<file path="src/rtl/mem_arb_pkg.sv">
// Shared types and default sizes for the instruction/data memory arbiter.
//   arb_state_t : arbiter FSM states
//   arb_src_t   : which requester won arbitration
package mem_arb_pkg;

  localparam int AW_DEF           = 32;
  localparam int DW_DEF           = 32;
  localparam int STARVE_LIMIT_DEF = 4;

  typedef enum logic [2:0] {
    IDLE,
    I_REQ,
    D_REQ,
    I_WAIT,
    D_WAIT
  } arb_state_t;

  typedef enum logic {
    REQ_IF,
    REQ_D
  } arb_src_t;

endpackage

</file>
<file path="src/rtl/mem_arbiter.sv">
// Shares one single-port memory between instruction fetch and the data (M) stage.
// One transaction is outstanding at a time. Data has priority, but after
// STARVE_LIMIT consecutive data grants with a fetch waiting, fetch is forced.
//
// state  | meaning
// IDLE   | no transaction; arbitrate and register the winner's request
// I_REQ  | fetch request on the bus, waiting for mem_gnt
// D_REQ  | data request on the bus, waiting for mem_gnt
// I_WAIT | fetch accepted, waiting for mem_rvalid
// D_WAIT | data accepted, waiting for mem_rvalid
//
// Ports
//   clk, reset (sync, active-low)
//   fetch : if_req, if_addr, if_kill -> if_rdata, if_stall
//   data  : d_req, d_we, d_addr, d_wdata, d_be -> d_rdata, d_stall
//   memory: mem_req, mem_we, mem_addr, mem_wdata, mem_be -> ; mem_gnt, mem_rvalid, mem_rdata <-
//   proto_err : sticky flag for a response seen with nothing outstanding
module mem_arbiter
  import mem_arb_pkg::*;
#(
  parameter int AW           = AW_DEF,
  parameter int DW           = DW_DEF,
  parameter int STARVE_LIMIT = STARVE_LIMIT_DEF
) (
  input  logic            clk,
  input  logic            reset,
  input  logic            if_req,
  input  logic [AW-1:0]   if_addr,
  input  logic            if_kill,
  output logic [DW-1:0]   if_rdata,
  output logic            if_stall,
  input  logic            d_req,
  input  logic            d_we,
  input  logic [AW-1:0]   d_addr,
  input  logic [DW-1:0]   d_wdata,
  input  logic [DW/8-1:0] d_be,
  output logic [DW-1:0]   d_rdata,
  output logic            d_stall,
  output logic            mem_req,
  output logic            mem_we,
  output logic [AW-1:0]   mem_addr,
  output logic [DW-1:0]   mem_wdata,
  output logic [DW/8-1:0] mem_be,
  input  logic            mem_gnt,
  input  logic            mem_rvalid,
  input  logic [DW-1:0]   mem_rdata,
  output logic            proto_err
);

  localparam int            CW    = $clog2(STARVE_LIMIT + 1);
  localparam logic [CW-1:0] LIMIT = CW'(STARVE_LIMIT);

  arb_state_t    state, state_nxt;
  arb_src_t      winner;
  logic          pick_if, pick_d;
  logic [CW-1:0] starve_cnt;
  logic          discard;

  always_comb begin
    pick_if   = if_req && (!d_req || starve_cnt == LIMIT);
    pick_d    = d_req && !pick_if;
    winner    = pick_if ? REQ_IF : REQ_D;
    state_nxt = state;
    case (state)
      IDLE: begin
        if (pick_if)     state_nxt = I_REQ;
        else if (pick_d) state_nxt = D_REQ;
      end
      I_REQ:   if (mem_gnt)    state_nxt = I_WAIT;
      D_REQ:   if (mem_gnt)    state_nxt = D_WAIT;
      I_WAIT:  if (mem_rvalid) state_nxt = IDLE;
      D_WAIT:  if (mem_rvalid) state_nxt = IDLE;
      default: state_nxt = IDLE;
    endcase
  end

  always_ff @(posedge clk) begin
    if (!reset) begin
      state      <= IDLE;
      mem_req    <= 1'b0;
      mem_we     <= 1'b0;
      mem_addr   <= '0;
      mem_wdata  <= '0;
      mem_be     <= '0;
      starve_cnt <= '0;
      discard    <= 1'b0;
      proto_err  <= 1'b0;
    end else begin
      state <= state_nxt;

      if (state == IDLE && (pick_if || pick_d)) begin
        mem_req <= 1'b1;
        if (winner == REQ_IF) begin
          mem_we    <= 1'b0;
          mem_addr  <= if_addr;
          mem_wdata <= '0;
          mem_be    <= '1;
        end else begin
          mem_we    <= d_we;
          mem_addr  <= d_addr;
          mem_wdata <= d_wdata;
          mem_be    <= d_be;
        end
      end else if ((state == I_REQ || state == D_REQ) && mem_gnt) begin
        mem_req <= 1'b0;
      end

      // Counts data grants only while a fetch is actually waiting.
      if (!if_req)
        starve_cnt <= '0;
      else if (state == I_REQ && mem_gnt)
        starve_cnt <= '0;
      else if (state == D_REQ && mem_gnt && starve_cnt != LIMIT)
        starve_cnt <= starve_cnt + CW'(1);

      // A killed fetch still runs to completion on the bus; only its data is dropped.
      if (state == I_WAIT && mem_rvalid)
        discard <= 1'b0;
      else if (if_kill && (state == I_REQ || state == I_WAIT))
        discard <= 1'b1;

      if (mem_rvalid && (state == IDLE || state == I_REQ || state == D_REQ))
        proto_err <= 1'b1;
    end
  end

  assign if_rdata = mem_rdata;
  assign d_rdata  = mem_rdata;
  // if_kill is checked combinationally too so a kill coinciding with rvalid drops that response.
  assign if_stall = if_req && !(state == I_WAIT && mem_rvalid && !discard && !if_kill);
  assign d_stall  = d_req  && !(state == D_WAIT && mem_rvalid);

endmodule

</file>
<file path="config.mk">
export PLATFORM = sky130hd
export DESIGN_NAME = mem_arbiter
export DESIGN_NICKNAME = d
export VERILOG_FILES = /design/src/rtl/mem_arb_pkg.sv /design/src/rtl/mem_arbiter.sv
export SDC_FILE = /design/constraint.sdc
export NUM_CORES = 1
export LEC_CHECK = 0
export CAP_MARGIN = 5
export CORE_ASPECT_RATIO = 1.4
export CORE_MARGIN = 2
export CORE_UTILIZATION = 26
export DETAILED_ROUTE_END_ITERATION = 12
export PLACE_DENSITY = 0.62
export REMOVE_ABC_BUFFERS = 1
export SYNTH_ARGS = -nofsm -noshare
export SYNTH_HDL_FRONTEND = slang
export SYNTH_SLANG_ARGS = --single-unit
</file>
<file path="constraint.sdc">
create_clock -name clk -period 2.1 [get_ports clk]
set_clock_uncertainty 0.15 [all_clocks]
set_input_delay 0.525 -clock clk [delete_from_list [all_inputs] [get_ports clk]]
set_output_delay 0.525 -clock clk [all_outputs]
set_load 0.01 [all_outputs]
</file>
==> metrics.cfg <==
[critical_path]
cp-end-kind=primary output
crit_type=input port to primary output
critical_path_required_ns=1.42
worst_ep_arrival_time_ns=1.38
crit_path_top_delay_cell=clkdlybuf4s50_1
start_kind=input port
cp_max_fo=2
ff2ff_path_depth=8
cp_cell_sequence=clkdlybuf4s50_1 > o31a_1 > buf_2
cpPeakStageDelay_ns=0.44

[detailed_routing]
wl_met3_um=2030
top_layer=met5
drc=0
vias=3379
drt-initial-drc-count=211
final_antenna_net_count=0
met2_wirelength_um=5430
dr.pass1.iters=4
drt-total-wl_um=12600
wl_met1_um=4970
post_drt_wl_per_cell_um=17.8
vias_per_cell=4.77

[global_route]
grt.total_usage_pct=14.7
grt_pass1_vias=3306
grt_max_degree=69
grt_pass1_wl_um=17900
antenna_found_initial=0
grt_overflow_total=0

[synthesis]
avgSynthCellArea_um2=9.90
syn_inst=391
yosys.area.top_type=dfxtp_1
yosysUniqueCellTypes=39
ys_ff_latch=78
synth_area_leaders=dfxtp_1, buf_4, mux2i_1
yosysSeqAreaShare_pct=40.3
synth_top_area_share_pct=40.3
syn_area_um2=3870
yosysWarnings=0

[clock_network]
htree_levels=3
cts_inserted_buffers=9
cts_tree=yes
clock_sinks=78
clock_latency_ns=0.33
cts_root_buffer=clkbuf_16
clk_pin_slew_ns=0.06
clockBufferDepth=2
cts_hold_buf=0

[layout]
final_nets=657
n_antenna_cell=0
layout_common_cells=clkdlybuf4s50_1, dfxtp_1, a21oi_1, mux2i_1, o21ai_0
areaGrowthSynthToFinish_pct=51.2
layout_commonest_cell=clkdlybuf4s50_1
drive_gt1_share_pct=17.9

[placed_design]
pre_cts_slack_ns=-0.390
hpwl_um=9110
globalplace.congestion=0.801
port_buffers=180

[sta]
drv_slew=0
relSlewSlack_pct=79.4
finalCritPeriodShare_pct=98.1
fin_ws_ns=0.0400
setup_viol=0
fin_crit_ns=2.06
max_slew.worst_pin.slew_ns=0.305
hold_viol=0
clock.fmax_ghz=0.485

[pwr]
p_total_uw=4780
pwr_density_cell_nw_per_um2=817
p_leak_uw=0.00229
vdd_ir_drop_max_uv=328

[die]
start_util_pct=26.7
die_h_um=148
rows=52
die_w_um=107
core_area_um2=14500
io-pin-count=277
dieArea_um2=15900

[job]
cap_violations=0

[worst_hold_path]
min-delay-path-class=flip-flop to flip-flop
min_path_cells=1

[status]
status=completed

-- power by group --
group / switching, uW / internal (uW) / total (uW)
combinational: 637 / 812 / 1450
sequential: 101 / 1670 / 1770
clock: 611 / 949 / 1560
total: 1350 / 3430 / 4780
-- critical path: cells and delay by family --
kind / cells / cell delay (ns)
buffers and inverters: 2 / 0.58
AOI/OAI and AO/OA: 1 / 0.28
-- kinds of logic after synthesis --
group                      synth area share, %
AOI/OAI and AO/OA                         22.0
buffers and inverters                     17.1
muxes                                     8.79
xor gates and xnor gates                 0.679
adders and majority gates                0.647
DFF                                       40.3
and+or+nand+nor                           10.4
-- per-layer routing --
| metal | vias to the layer above | GRT usage [%] |
|---|---|---|
| met3 | 10 | 11.0 |
| met5 | - | 4.55 |
| met2 | 241 | 20.8 |
| met4 | 2 | 4.61 |
| met1 | 1570 | 16.7 |
| li1 | 1556 | - |
-- through the flow --
step	utilization, %	hold slack, ns	instance area [um^2]	TNS, ns	cells
after floorplan	-	0.303	3230	-53.45	299
after global placement	37.8	0.298	5490	-14.62	688
after detailed placement	37.8	0.307	5490	-16.89	688
after CTS	39.8	0.322	5770	0	704
after global routing	40.3	0.334	5850	-0.0498	709
final	40.3	0.323	5850	0	709
-- flip-flops by register name, summed over array words and instances (netlist names) --
name        cells
mem_we          1
mem_addr       32
starve_cnt      3
discard         1
proto_err       1
state           3
mem_wdata      32
mem_be          4
mem_req         1
-- cell type report --
cell class / instances / area, um^2
fill: 1420 / 8660
timing repair buffer: 205 / 2070
multi-input combinational: 216 / 1660
sequential: 78 / 1560
clock buffer: 10 / 239
tap: 189 / 236
clock inverter: 6 / 61.3
inverter: 5 / 18.8
-- cells in the mapped netlist --
| library cell | n |
|---|---|
| a211oi_1 | 1 |
| inv_1 | 5 |
| o311ai_0 | 1 |
| buf_2 | 5 |
| or2_4 | 1 |
| nand2b_1 | 1 |
| o21ai_0 | 34 |
| a21boi_0 | 1 |
| a22oi_1 | 13 |
| o211a_1 | 1 |
| o21ai_2 | 1 |
| nand4_1 | 1 |
| o31ai_1 | 1 |
| dfxtp_1 | 78 |
| nor3b_1 | 2 |
| o31a_1 | 1 |
| ha_1 | 2 |
| o21a_1 | 1 |
| xnor2_1 | 2 |
| or3_1 | 1 |
| buf_6 | 6 |
| nor3_2 | 1 |
| a31oi_1 | 1 |
| and2_1 | 1 |
| mux2i_1 | 34 |
| a211o_1 | 1 |
| xor2_1 | 1 |
| a22oi_2 | 20 |
| clkbuf_1 | 15 |
| nand3_1 | 3 |
| buf_4 | 66 |
| o221a_2 | 4 |
| a2111oi_4 | 1 |
| nor2b_2 | 20 |
| nor2_1 | 7 |
| nor2b_1 | 15 |
| a21oi_1 | 36 |
| nand2_1 | 4 |
| nor4b_1 | 2 |
-- final timing paths --
path	from	endpoint	slack, ns
setup reg to reg	starve_cnt[0]	mem_wdata[9]	0.10
setup / recovery	if_kill	if_stall	0.04
hold reg to reg	proto_err	proto_err	0.32
hold / removal	proto_err	proto_err	0.32
-- what timing repair did --
| action | CTS | global route |
|---|---|---|
| gates resized for setup | 9 | 2 |
| cloned | 0 | 2 |
| pin swaps | 1 | 2 |
| setup endpoints to repair | 2 | 11 |
| buffers inserted | 0 | 3 |
Note: power is estimated with default switching activity, not from simulation.
